File: config.mk
export PLATFORM = sky130hd
export DESIGN_NAME = ex_stage
export DESIGN_NICKNAME = d
export VERILOG_FILES = /design/src/rtl/ex_stage.sv
export SDC_FILE = /design/constraint.sdc
export NUM_CORES = 1
export LEC_CHECK = 0
export CORE_MARGIN = 3
export CORE_UTILIZATION = 45
export DETAILED_ROUTE_END_ITERATION = 6
export PLACE_DENSITY = 0.66
export RECOVER_POWER = 50
export SETUP_SLACK_MARGIN = 0.02
export SYNTH_ARGS = -nofsm -noshare
export SYNTH_HDL_FRONTEND = slang
export SYNTH_SLANG_ARGS = --single-unit
export TNS_END_PERCENT = 50
File: constraint.sdc
create_clock -name clock -period 9.2 [get_ports clock]
set_input_delay 2.3 -clock clock [delete_from_list [all_inputs] [get_ports clock]]
set_output_delay 2.3 -clock clock [all_outputs]
set_load 0.05 [all_outputs]
File: src/rtl/ex_stage.sv
// ex_stage -- execute stage of the Lapido pipeline.
//
// Computes the ALU result or memory address for the instruction held in
// ID/EX and registers the EX/MEM values on the falling edge of clock.
// MUL (ALUOp 14) runs on an iterative shift-add multiplier. While it runs,
// stall holds IF/ID/EX upstream.
//
// Ports
//   clock, reset          falling-edge clock, asynchronous active-high reset
//   flush                 squash the instruction in EX (bubble, abort multiply)
//   registerFileDataA/B   operands (B is also the store data)
//   registerFileWrite_in  destination register
//   pcpp                  PC+4, used as the LINK result
//   extendedSignal        sign-extended immediate
//   ALUOp                 operation select
//   memRead_in/memWrite_in load/store flags
//   aluResult, storeData, registerFileWrite, memRead, memWrite  EX/MEM registers
//   stall                 combinational hold request to the hazard logic
//   overflow              (EX_OVERFLOW_EN only) signed overflow of ADD/SUB/ADDI
//
// Optional feature macro: EX_OVERFLOW_EN. When it is defined, a signed overflow
// suppresses the writeback and raises the registered overflow flag.
module ex_stage #(
  parameter int          MUL_CYCLES = 32,
  parameter logic [3:0]  NOP_DEST   = 4'd0
) (
  input  logic        clock,
  input  logic        reset,
  input  logic        flush,
  input  logic [31:0] registerFileDataA,
  input  logic [31:0] registerFileDataB,
  input  logic [3:0]  registerFileWrite_in,
  input  logic [31:0] pcpp,
  input  logic [31:0] extendedSignal,
  input  logic [4:0]  ALUOp,
  input  logic        memRead_in,
  input  logic        memWrite_in,
  output logic [31:0] aluResult,
  output logic [31:0] storeData,
  output logic [3:0]  registerFileWrite,
  output logic        memRead,
  output logic        memWrite,
  output logic        stall
`ifdef EX_OVERFLOW_EN
  ,
  output logic        overflow
`endif
);

  localparam int CW = (MUL_CYCLES > 1) ? $clog2(MUL_CYCLES) : 1;
  localparam logic [CW-1:0] CNT_LAST = CW'(MUL_CYCLES - 1);

  localparam logic [4:0] OP_ADD  = 5'd0,  OP_SUB  = 5'd1,  OP_AND  = 5'd2,
                         OP_OR   = 5'd3,  OP_XOR  = 5'd4,  OP_NOR  = 5'd5,
                         OP_SLT  = 5'd6,  OP_SLTU = 5'd7,  OP_SLL  = 5'd8,
                         OP_SRL  = 5'd9,  OP_SRA  = 5'd10, OP_ADDI = 5'd11,
                         OP_LUI  = 5'd12, OP_MEM  = 5'd13, OP_MUL  = 5'd14,
                         OP_LINK = 5'd15;

  typedef enum logic [1:0] {S_IDLE, S_BUSY, S_DONE} state_t;

  state_t        state_q, state_d;
  logic [CW-1:0] cnt_q, cnt_d;
  logic [31:0]   mcand_q, mcand_d;   // shifted left each iteration
  logic [31:0]   mplier_q, mplier_d; // shifted right, LSB selects the add
  logic [31:0]   acc_q, acc_d;
  logic [3:0]    mdest_q, mdest_d;

  logic [31:0]   res_q, res_d;
  logic [31:0]   sd_q, sd_d;
  logic [3:0]    rfw_q, rfw_d;
  logic          mr_q, mr_d;
  logic          mw_q, mw_d;

  logic [31:0]   a, b, imm;
  logic [31:0]   sum_ab, diff_ab, sum_ai;
  logic [31:0]   alu_res;

  assign a       = registerFileDataA;
  assign b       = registerFileDataB;
  assign imm     = extendedSignal;
  assign sum_ab  = a + b;
  assign diff_ab = a - b;
  assign sum_ai  = a + imm;

  always_comb begin
    alu_res = '0;
    case (ALUOp)
      OP_ADD:  alu_res = sum_ab;
      OP_SUB:  alu_res = diff_ab;
      OP_AND:  alu_res = a & b;
      OP_OR:   alu_res = a | b;
      OP_XOR:  alu_res = a ^ b;
      OP_NOR:  alu_res = ~(a | b);
      OP_SLT:  alu_res = {31'b0, $signed(a) < $signed(b)};
      OP_SLTU: alu_res = {31'b0, a < b};
      OP_SLL:  alu_res = a << b[4:0];
      OP_SRL:  alu_res = a >> b[4:0];
      OP_SRA:  alu_res = $signed(a) >>> b[4:0];
      OP_ADDI: alu_res = sum_ai;
      OP_LUI:  alu_res = {imm[15:0], 16'h0};
      OP_MEM:  alu_res = sum_ai;
      OP_LINK: alu_res = pcpp;
      default: alu_res = '0;  // MUL is handled by the FSM; 16-31 yield 0
    endcase
  end

`ifdef EX_OVERFLOW_EN
  logic ov_q, ov_d;
  logic alu_ovf;

  // Signed overflow: operands of equal sign (after negating B for SUB)
  // produce a result of the other sign.
  always_comb begin
    alu_ovf = 1'b0;
    case (ALUOp)
      OP_ADD:  alu_ovf = (a[31] == b[31])   && (sum_ab[31]  != a[31]);
      OP_SUB:  alu_ovf = (a[31] != b[31])   && (diff_ab[31] != a[31]);
      OP_ADDI: alu_ovf = (a[31] == imm[31]) && (sum_ai[31]  != a[31]);
      default: alu_ovf = 1'b0;
    endcase
  end
`endif

  always_comb begin
    state_d  = state_q;
    cnt_d    = cnt_q;
    mcand_d  = mcand_q;
    mplier_d = mplier_q;
    acc_d    = acc_q;
    mdest_d  = mdest_q;
    // Bubble by default: no writeback, no memory access, data regs hold.
    res_d    = res_q;
    sd_d     = sd_q;
    rfw_d    = NOP_DEST;
    mr_d     = 1'b0;
    mw_d     = 1'b0;
`ifdef EX_OVERFLOW_EN
    ov_d     = 1'b0;
`endif
    if (flush) begin
      state_d = S_IDLE;
      cnt_d   = '0;
    end else begin
      case (state_q)
        S_IDLE: begin
          if (ALUOp == OP_MUL) begin
            mcand_d  = a;
            mplier_d = b;
            mdest_d  = registerFileWrite_in;
            acc_d    = '0;
            cnt_d    = '0;
            state_d  = S_BUSY;
          end else begin
            res_d = alu_res;
            sd_d  = b;
            rfw_d = registerFileWrite_in;
            mr_d  = memRead_in;
            mw_d  = memWrite_in;
`ifdef EX_OVERFLOW_EN
            ov_d  = alu_ovf;
            if (alu_ovf) rfw_d = NOP_DEST;
`endif
          end
        end
        S_BUSY: begin
          if (mplier_q[0]) acc_d = acc_q + mcand_q;
          mcand_d  = mcand_q << 1;
          mplier_d = mplier_q >> 1;
          if (cnt_q == CNT_LAST) begin
            cnt_d   = '0;
            state_d = S_DONE;
          end else begin
            cnt_d   = cnt_q + CW'(1);
          end
        end
        S_DONE: begin
          // The MUL is still presented upstream here; it is not restarted.
          res_d   = acc_q;
          rfw_d   = mdest_q;
          state_d = S_IDLE;
        end
        default: state_d = S_IDLE;
      endcase
    end
  end

  always_ff @(negedge clock or posedge reset) begin
    if (reset) begin
      state_q  <= S_IDLE;
      cnt_q    <= '0;
      mcand_q  <= '0;
      mplier_q <= '0;
      acc_q    <= '0;
      mdest_q  <= NOP_DEST;
      res_q    <= '0;
      sd_q     <= '0;
      rfw_q    <= NOP_DEST;
      mr_q     <= 1'b0;
      mw_q     <= 1'b0;
`ifdef EX_OVERFLOW_EN
      ov_q     <= 1'b0;
`endif
    end else begin
      state_q  <= state_d;
      cnt_q    <= cnt_d;
      mcand_q  <= mcand_d;
      mplier_q <= mplier_d;
      acc_q    <= acc_d;
      mdest_q  <= mdest_d;
      res_q    <= res_d;
      sd_q     <= sd_d;
      rfw_q    <= rfw_d;
      mr_q     <= mr_d;
      mw_q     <= mw_d;
`ifdef EX_OVERFLOW_EN
      ov_q     <= ov_d;
`endif
    end
  end

  assign stall             = ((state_q == S_IDLE) && (ALUOp == OP_MUL)) || (state_q == S_BUSY);
  assign aluResult         = res_q;
  assign storeData         = sd_q;
  assign registerFileWrite = rfw_q;
  assign memRead           = mr_q;
  assign memWrite          = mw_q;
`ifdef EX_OVERFLOW_EN
  assign overflow          = ov_q;
`endif

endmodule

Yosys cells after proc, flatten, opt, wreduce, memory -nomap -nowiden
Index checks and enable logic that the tools add are counted.
{"block": "totals", "ff_bits": 177, "input_bits": 142, "out_inout_bits": 71}
{"block": "classes", "n_addsub": 5, "n_lt_le_gt_ge": 2, "n_eq_ne": 23, "shifts": 3, "n_mux": 27, "n_bitwise": 6, "reduce_logical": 15}
{"op": "$pmux W32 S14", "count": 1}
{"op": "$pmux W32 S2", "count": 4}
{"op": "$mux W32", "count": 5}
{"op": "$add A32 B32 Y32", "count": 3}
{"op": "$lt A32 B32 Y1", "count": 2}
{"op": "$eq A5 B4 Y1 const B", "count": 8}
{"op": "$and A32 B32 Y32", "count": 1}
{"op": "$not A32 Y32", "count": 1}
{"op": "$or A32 B32 Y32", "count": 1}
{"op": "$shl A32 B5 Y32", "count": 1}
{"op": "$shr A32 B5 Y32", "count": 1}
{"op": "$sshr A32 B5 Y32", "count": 1}
{"op": "$sub A32 B32 Y32", "count": 1}
{"op": "$xor A32 B32 Y32", "count": 1}
{"op": "$eq A5 B3 Y1 const B", "count": 4}
{"op": "$mux W5", "count": 3}
{"op": "$reduce_and A3 Y1", "count": 4}
{"op": "$eq A5 B2 Y1 const B", "count": 2}
{"op": "$pmux W5 S2", "count": 1}
{"op": "$mux W4", "count": 2}
{"op": "$pmux W4 S2", "count": 1}
{"op": "$mux W1", "count": 6}
{"op": "$mux W2", "count": 3}
{"op": "$ne A2 B2 Y1 const B", "count": 3}
{"op": "17 further kinds", "count": 21}

Depth between registers and ports, before layout
Gate-level depths: netlist of run 1.
{"block": "depth", "ltp_word": 5, "mapped_depth": 18, "ltp_nobuf": 16}

==> results of run 1 <==
==> where the power goes <==
| group | internal [mW] | leakage, nW | switching, mW | total, mW |
|---|---|---|---|---|
| clock | 0.397 | 0.302 | 0.408 | 0.805 |
| combinational | 0.830 | 10.9 | 1.06 | 1.89 |
| sequential | 0.928 | 2.27 | 0.123 | 1.05 |
| total | 2.15 | 13.5 | 1.59 | 3.74 |
==> synth_stat cells, drive strengths merged (7+ instances only) <==
| cell | count | area (µm²) |
|---|---|---|
| xor2 | 17 | 148.9 |
| dfrtn | 177 | 4429 |
| o31ai | 9 | 67.56 |
| nand3 | 38 | 190.2 |
| o21a | 12 | 90.09 |
| a222oi | 14 | 140.1 |
| or2 | 7 | 43.80 |
| nor3 | 54 | 285.3 |
| ha | 168 | 2102 |
| a22oi | 35 | 262.8 |
| a221oi | 35 | 319.1 |
| nand2b | 18 | 112.6 |
| a21o | 38 | 285.3 |
| a2111oi | 13 | 138.9 |
| and2 | 14 | 87.58 |
| or3 | 20 | 135.1 |
| o21ai | 223 | 1120 |
| nor4 | 14 | 100.1 |
| mux2i | 60 | 600.6 |
| clkbuf | 104 | 390.4 |
| mux2 | 55 | 619.3 |
| a21oi | 248 | 1249 |
| a211o | 8 | 70.07 |
| a22o | 31 | 271.5 |
| xnor2 | 49 | 429.2 |
| a211oi | 37 | 287.8 |
| nand2 | 278 | 1044 |
| a21boi | 8 | 60.05 |
| nand4 | 24 | 150.1 |
| o211ai | 29 | 217.7 |
| o22ai | 10 | 62.56 |
| mux4 | 38 | 855.8 |
| buf | 58 | 292.8 |
| o2111ai | 13 | 120.1 |
| o21bai | 19 | 142.6 |
| nor2 | 248 | 940.9 |
| and3 | 17 | 106.4 |
| nor2b | 18 | 112.6 |
| inv | 108 | 405.4 |
| a31oi | 22 | 137.6 |
==> state kept, by name (all words and copies together) (netlist names) <==
name               cells
mdest_q                4
mcand_q               32
acc_q                 32
memWrite               1
aluResult             32
mplier_q              32
registerFileWrite      4
cnt_q                  5
memRead                1
state_q                2
storeData             32
==> cell type report <==
| type | count | area [µm²] |
|---|---|---|
| Sequential cell | 177 | 4429 |
| Timing Repair Buffer | 946 | 8038 |
| Inverter | 110 | 445.4 |
| Clock buffer | 18 | 439.2 |
| Fill cell | 3448 | 12780 |
| Tap cell | 539 | 674.4 |
| Clock inverter | 14 | 170.2 |
| Antenna cell | 2 | 5.005 |
| Multi-Input combinational cell | 2019 | 15250 |
==> routing by layer <==
| layer | part of all wire [%] | global-route usage, % |
|---|---|---|
| met5 | 0.032 | 0 |
| met3 | 13 | 14.13 |
| met2 | 42 | 66.87 |
| met4 | 6.4 | 23.52 |
| met1 | 38 | 60.36 |
==> per-stage QoR <==
| step | util [%] | setup WS [ns] | hold slack [ns] | total power, mW |
|---|---|---|---|---|
| CTS | 68.35 | -0.3686 | 0.4315 | 3.627 |
| finish | 69.74 | -0.4454 | 0.4289 | 3.745 |
| detailed placement | 63.60 | -1.675 | 0.4313 | 2.723 |
| floorplan | - | -1.154 | 0.4091 | 1.931 |
| global route | 69.73 | -0.5562 | 0.4504 | 3.883 |
| global placement | 63.60 | -1.629 | 0.4235 | 2.675 |
==> critical path, cell delays in order <==
cell and delay (ns):
buf_6 0.09, nor2b_4 0.12, nand2_2 0.08, a21oi_4 0.04, buf_12 0.14, buf_12 0.14, buf_6 0.13, nand2_4 0.07
o21ai_4 0.09, ha_4 0.18, a2111oi_4 0.40, o21ai_4 0.12, a41oi_4 0.23, nor4_4 0.09, or3_4 0.39, a311oi_2 0.29
xnor2_1 0.11, a211oi_2 0.22, o31ai_1 0.09
==> placed cells by master (no fill, tap or decap), drive strengths merged, types with 18 or more instances in the layout <==
| cell | instances |
|---|---|
| a211oi | 37 |
| a21o | 38 |
| a21oi | 248 |
| a221oi | 35 |
| a22o | 31 |
| a22oi | 35 |
| a31oi | 22 |
| buf | 743 |
| clkbuf | 36 |
| clkdlybuf4s50 | 150 |
| dfrtn | 177 |
| ha | 168 |
| inv | 113 |
| mux2 | 55 |
| mux2i | 60 |
| mux4 | 38 |
| nand2 | 278 |
| nand2b | 18 |
| nand3 | 38 |
| nand4 | 24 |
| nor2 | 248 |
| nor2b | 18 |
| nor3 | 54 |
| o211ai | 29 |
| o21ai | 223 |
| o21bai | 19 |
| or3 | 20 |
| xnor2 | 49 |
==> logic make-up after synthesis <==
logic type      Yosys count  synth area share (%)
compound gates          856                 28.61
mux                     153                 10.70
flops                   177                 22.83
xor+xnor                 66                 2.979
fa+ha+maj               171                 11.14
simple gates            773                 18.09
buf+inv                 272                 5.649
==> worst max-delay path by stage <==
stage | slack, ns | end | start
global placement | -1.63 | aluResult[26]$_DFFE_NP0P_ | ALUOp[0]
detailed placement | -1.67 | aluResult[26]$_DFFE_NP0P_ | ALUOp[0]
global route | -0.56 | aluResult[27]$_DFFE_NP0P_ | ALUOp[4]
CTS | -0.37 | aluResult[27]$_DFFE_NP0P_ | ALUOp[2]
finish | -0.45 | aluResult[27]$_DFFE_NP0P_ | ALUOp[0]
floorplan | -1.15 | aluResult[27]$_DFFE_NP0P_ | ALUOp[0]
==> repair_timing <==
item / CTS / global route
gates cloned: 2 / 1
hold buffers: 0 / 0
gates resized for setup: 369 / 128
setup endpoints to repair: 57 / 30
buffers inserted: 50 / 24
pin swaps: 118 / 72
==> summary.md, run 1 <==
| Metric | Value |
|---|---|
| Status | complete, but fails checks |
| Failing checks | DRC, setup timing |
| Dpl cells | between 3000 and 4000 |
| LEAKAGE | between 10 and 15 nW |
| Root buffer cell | clkbuf_16 |
| Synth cell types | 93 |
| Design area | 29450 µm² |
| Fin worst setup slack | -0.4454 ns |
| Tightest Hold Check Type | register to register |
| Mapped Area | roughly 19000 µm² |
| Crit path capture type | register |
| P&R area growth vs syn | 51.77% |
| Hold Path Origin | mplier_q[14]$_DFFE_NP0P_ |
| Initial drt markers | about 3200 |
| VDD IR max | ~0.13 mV |
| Worst Hold Endpoint | mplier_q[14]$_DFFE_NP0P_ |
| Final setup vio count | 27 |
| Number of flops mapped to enable cells by yosys | 0 |
| Register-to-register setup slack | just under 6 ns |
| Hold Vio Cnt, Final | 0 |
| Largest net degree at the start of global routing | a little under 100 |
| Hpwl dp | roughly 84000 µm |
| Gr ovfl total | 0 |
| Worst reg2reg path endpoint | acc_q[30]$_DFFE_NP0P_ |
| Vias in the first global route | between 20000 and 25000 |
| Sequential area share after synthesis | approximately 23% |
| Final Max Slew Viols | 0 |
| Async SR Flop Fraction | 100.0% |
| Drt via density | between 6 and 7 |
| Core ar. | around 42000 µm² |
| Placed cell area | between 20000 and 30000 µm² |
| Die W | ~210 µm |
| Syn_area_per_cell | 7.862 µm² |
| Worst R2R Path Depth | 11 |
| Initial Util | a little under half |
| Setup crit start kind | input pin |
| I/O pins | between 200 and 250 |
| Clock Sinks | about 180 |
| Worst Max-Slew Pin Slew | 1.249 ns |
| Yosys warnings | 0 |
| Min-Delay Path Depth | 2 |
| Synth Instances | between 2000 and 2500 |
| Post-synthesis register bit count | 177 |
| Wirelength per Cell | roughly 28 µm |
| IO buf count | roughly 210 |
| Worst Path Required | a little under 5 ns |
| Main synth FF type | dfrtn_1 |
| Slew headroom | 16.29% |
| Num CTS Buffers | 17 |
| Vias | between 20000 and 30000 |
| Worst skew pair latency | between 0.4 and 0.5 ns |
| Total wire length | ~110000 µm |
| Initial antenna violation count | 6 |
| First-pass GRT wire length | around 150000 µm |
| Max clock buf depth | 2 |
| CP Class | input pin to register |
| CTS tree | done |
| Worst R2R Start | mcand_q[0]$_DFFE_NP0P_ |
| Gpl congestion | 1.102 |
| # H-tree levels | 4 |
| Cell Rows | 75 |
| Post-Route Setup TNS | -5.526 ns |
| Maxcap violations | 0 |
| CP Data Arrival Time | 5.34 ns |
| PwrDens | about 130 nW/µm² |
| Drt pass-1 iters | 7 |
| DIE HEIGHT | around 210 µm |
| Post-DRT Antenna Nets | 0 |
| Synth Net Count | 2781 |
| Reg clk slew, reported paths | approximately 0.060 ns |
| Nets@finish | roughly 3600 |
| Share of layout cells above drive strength 1 | ~35% |
| Post-Route Skew | 0.01121 ns |
| DRC | 16 |
| GRT Total Usage | 45.49% |
| Non-Filler Instances | between 3000 and 4000 |
| RSZ-0062 raised after global routing | true |
| Crit-path max FO | 6 |
| Die Area | 45650 µm² |
(Power assumes the default switching activity.)
==> run 2, diff against run 1 <==
--- a/config.mk
+++ b/config.mk
@@ -6,9 +6,8 @@
 export NUM_CORES = 1
 export LEC_CHECK = 0
 export CORE_MARGIN = 3
-export CORE_UTILIZATION = 45
+export CORE_UTILIZATION = 40
 export DETAILED_ROUTE_END_ITERATION = 6
-export PLACE_DENSITY = 0.66
 export RECOVER_POWER = 50
 export SETUP_SLACK_MARGIN = 0.02
 export SYNTH_ARGS = -nofsm -noshare
==> summary.md, run 2 (synthesis gave the netlist of run 1 again) <==
| Metric | Value |
|---|---|
| Met2 routed WL | 45350 µm (+0.74%) |
| Hpwl dp | 86920 µm (+3.6%) |
| First-pass GRT wire length | 154700 µm (+1.2%) |
| Crit-path max FO | 6 (unchanged) |
| CP Class | input pin to register |
| Multi-input gate area | 15090 µm² (-1.1%) |
| Final setup vio count | 28 (+3.7%) |
| Initial antenna violation count | 4 (-2) |
| Failing checks | setup timing |
| Register-to-register setup slack | 5.83 ns (-0.06 ns) |
| Vias | 24420 (-2.6%) |
| Fin worst setup slack | -0.4232 ns (+0.02220 ns) |
| DIE HEIGHT | 226.2 µm (+5.9%) |
| Vias in the first global route | 23620 (-1.4%) |
| Setup crit start kind | input pin |
| Worst R2R Start | mcand_q[0]$_DFFE_NP0P_ |
| Worst R2R Path Depth | 11 (unchanged) |
| Gpl congestion | 1.100 (-0.20%) |
| Initial Util | 40.55% (-5.4 points) |
| IO buf count | 212 (unchanged) |
| # fillers | 4359 (+26%) |
| Num CTS Buffers | 17 (unchanged) |
| Final Max Slew Viols | 0 (unchanged) |
| Nets@finish | 3586 (+0.056%) |
| # H-tree levels | 4 (unchanged) |
| Drt pass-1 iters | 6 (-1) |
| Wirelength per Cell | 27.91 µm (-0.71%) |
| Met3 Wirelength | 13280 µm (-6.3%) |
| Placed cell area | 27080 µm² (+0.82%) |
| Post-CTS Hold Buffers | 0 (unchanged) |
| Die W | 226.2 µm (+5.9%) |
| Metal-1 WL | 44410 µm (+7.3%) |
| Worst reg2reg path endpoint | acc_q[24]$_DFFE_NP0P_ |
| Crit path capture type | register |
| P&R area growth vs syn | 50.50% |
| GRT Total Usage | 41.29% (-4.2 points) |
| Commonest cells after routing, fill and taps aside | 685 x buf_4, 266 x nand2_1, 239 x nor2_1 |
| Uppermost layer routed | met5 |
| CTS tree | done |
| Reg area | 4429 µm² (unchanged) |
| Die Area | 51190 µm² (+12%) |
| Non-Filler Instances | 3902 (+2.0%) |
| Largest net degree at the start of global routing | 104 (+5.1%) |
| Post-Route Skew | 0.01056 ns (-0.0006532 ns) |
| Most common library cell in the layout ignoring fill and taps | buf_4 |
| CP Data Arrival Time | 5.29 ns (-0.05 ns) |
| DRC | 0 (-16) |
| PwrDens | 125.5 nW/µm² (-1.3%) |
| Status | complete, but fails checks |
| I/O pins | 213 (unchanged) |
| Worst skew pair latency | 0.45 ns (about the same) |
| Drt via density | 6.259 (-4.5%) |
| Worst Max-Slew Pin Slew | 0.9986 ns (-0.2501 ns) |
| Hold Vio Cnt, Final | 0 (unchanged) |
| Tightest Hold Check Type | register to register |
| Max clock buf depth | 2 (unchanged) |
| Core ar. | 47850 µm² (+13%) |
| Design area | 29200 µm² (-0.84%) |
| CP startpoint | ALUOp[4] |
| Dpl cells | 3824 (+2.7%) |
| LEAKAGE | 13.30 nW (-1.3%) |
| Util after Layout | 61.04% (-8.7 points) |
| Worst Path Required | 4.87 ns (-0.02 ns) |
| Critical Path Sink | aluResult[27]$_DFFE_NP0P_ |
| Cell Rows | 80 (+6.7%) |
| Maxcap violations | 0 (unchanged) |
| Root buffer cell | clkbuf_16 |
| RSZ-0062 raised after global routing | true |
| VDD IR max | 0.1521 mV (+13%) |
| Share of layout cells above drive strength 1 | 34.30% (-0.36 points) |
| Pre-CTS WS | -1.578 ns (+0.09677 ns) |
| Post-DRT Antenna Nets | 0 (unchanged) |
| Initial drt markers | 3122 (-2.8%) |
| Slew headroom | 33.43% (+17 points) |
| Reg clk slew, reported paths | 0.06 ns (about the same) |
| Clock Sinks | 177 (unchanged) |
| Total wire length | 108900 µm (+1.3%) |
| Gr ovfl total | 0 (unchanged) |
==> run 2: worst min path at each step <==
stage	endpoint	slack, ns	cells after the start	start
finish	mplier_q[31]$_DFFE_NP0P_	0.43	2	mplier_q[31]$_DFFE_NP0P_
global route	mplier_q[7]$_DFFE_NP0P_	0.45	2	mplier_q[7]$_DFFE_NP0P_
CTS	mplier_q[31]$_DFFE_NP0P_	0.43	2	mplier_q[31]$_DFFE_NP0P_
detailed placement	mplier_q[31]$_DFFE_NP0P_	0.43	2	mplier_q[31]$_DFFE_NP0P_
global placement	mplier_q[15]$_DFFE_NP0P_	0.42	2	mplier_q[15]$_DFFE_NP0P_
floorplan	mplier_q[31]$_DFFE_NP0P_	0.41	2	mplier_q[31]$_DFFE_NP0P_
==> run 2: per-layer routing <==
metal  global-route usage, %  up-vias
met3                   11.72      336
li1                        -    10730
met4                   18.84        2
met5                       0        -
met1                   56.79    11850
met2                   59.88     1504
==> run 2: repair_timing <==
item	4_1_cts	5_1_grt
buffers inserted	18	28
endpoints found under the hold margin	0	0
pin swaps	78	78
resized for setup	322	120
setup endpoints to repair	58	31
gates cloned	2	0
==> run 2: per-stage QoR <==
step / TNS [ns] / power, mW / hold slack [ns]
2_1_floorplan: -21.22 / 1.931 / 0.4091
3_3_place_gp: -67.05 / 2.704 / 0.4227
3_5_place_dp: -68.48 / 2.734 / 0.4291
4_1_cts: -5.287 / 3.579 / 0.4294
5_1_grt: -9.348 / 3.825 / 0.4535
6_report: -6.704 / 3.665 / 0.4267
==> run 2: layout make-up <==
type                            count  share of cell area (%)
Timing Repair Buffer              948                   27.11
Inverter                          110                   1.474
Tap cell                          615                   2.635
Multi-Input combinational cell   2019                   51.66
Antenna cell                        1                0.008569
Clock inverter                     14                  0.4713
Clock buffer                       18                   1.470
Sequential cell                   177                   15.17
==> run 2: worst max-delay path, stage by stage <==
cell and delay [ns]:
buf_8 0.10, nor2b_4 0.12, nand2_2 0.07, a21oi_4 0.17
buf_12 0.17, nand2_2 0.07, o21ai_2 0.10, ha_4 0.24
a2111oi_4 0.40, o21ai_4 0.11, a41oi_2 0.23, nor4_2 0.08
or3_4 0.37, a311oi_2 0.27, xnor2_1 0.13, a211oi_2 0.24
o31ai_2 0.10
==> run 2: report_power, final <==
part | switching (mW) | internal [mW] | total, mW
combinational | 1.04 | 0.814 | 1.85
clock | 0.402 | 0.361 | 0.762
sequential | 0.123 | 0.928 | 1.05
total | 1.56 | 2.10 | 3.66
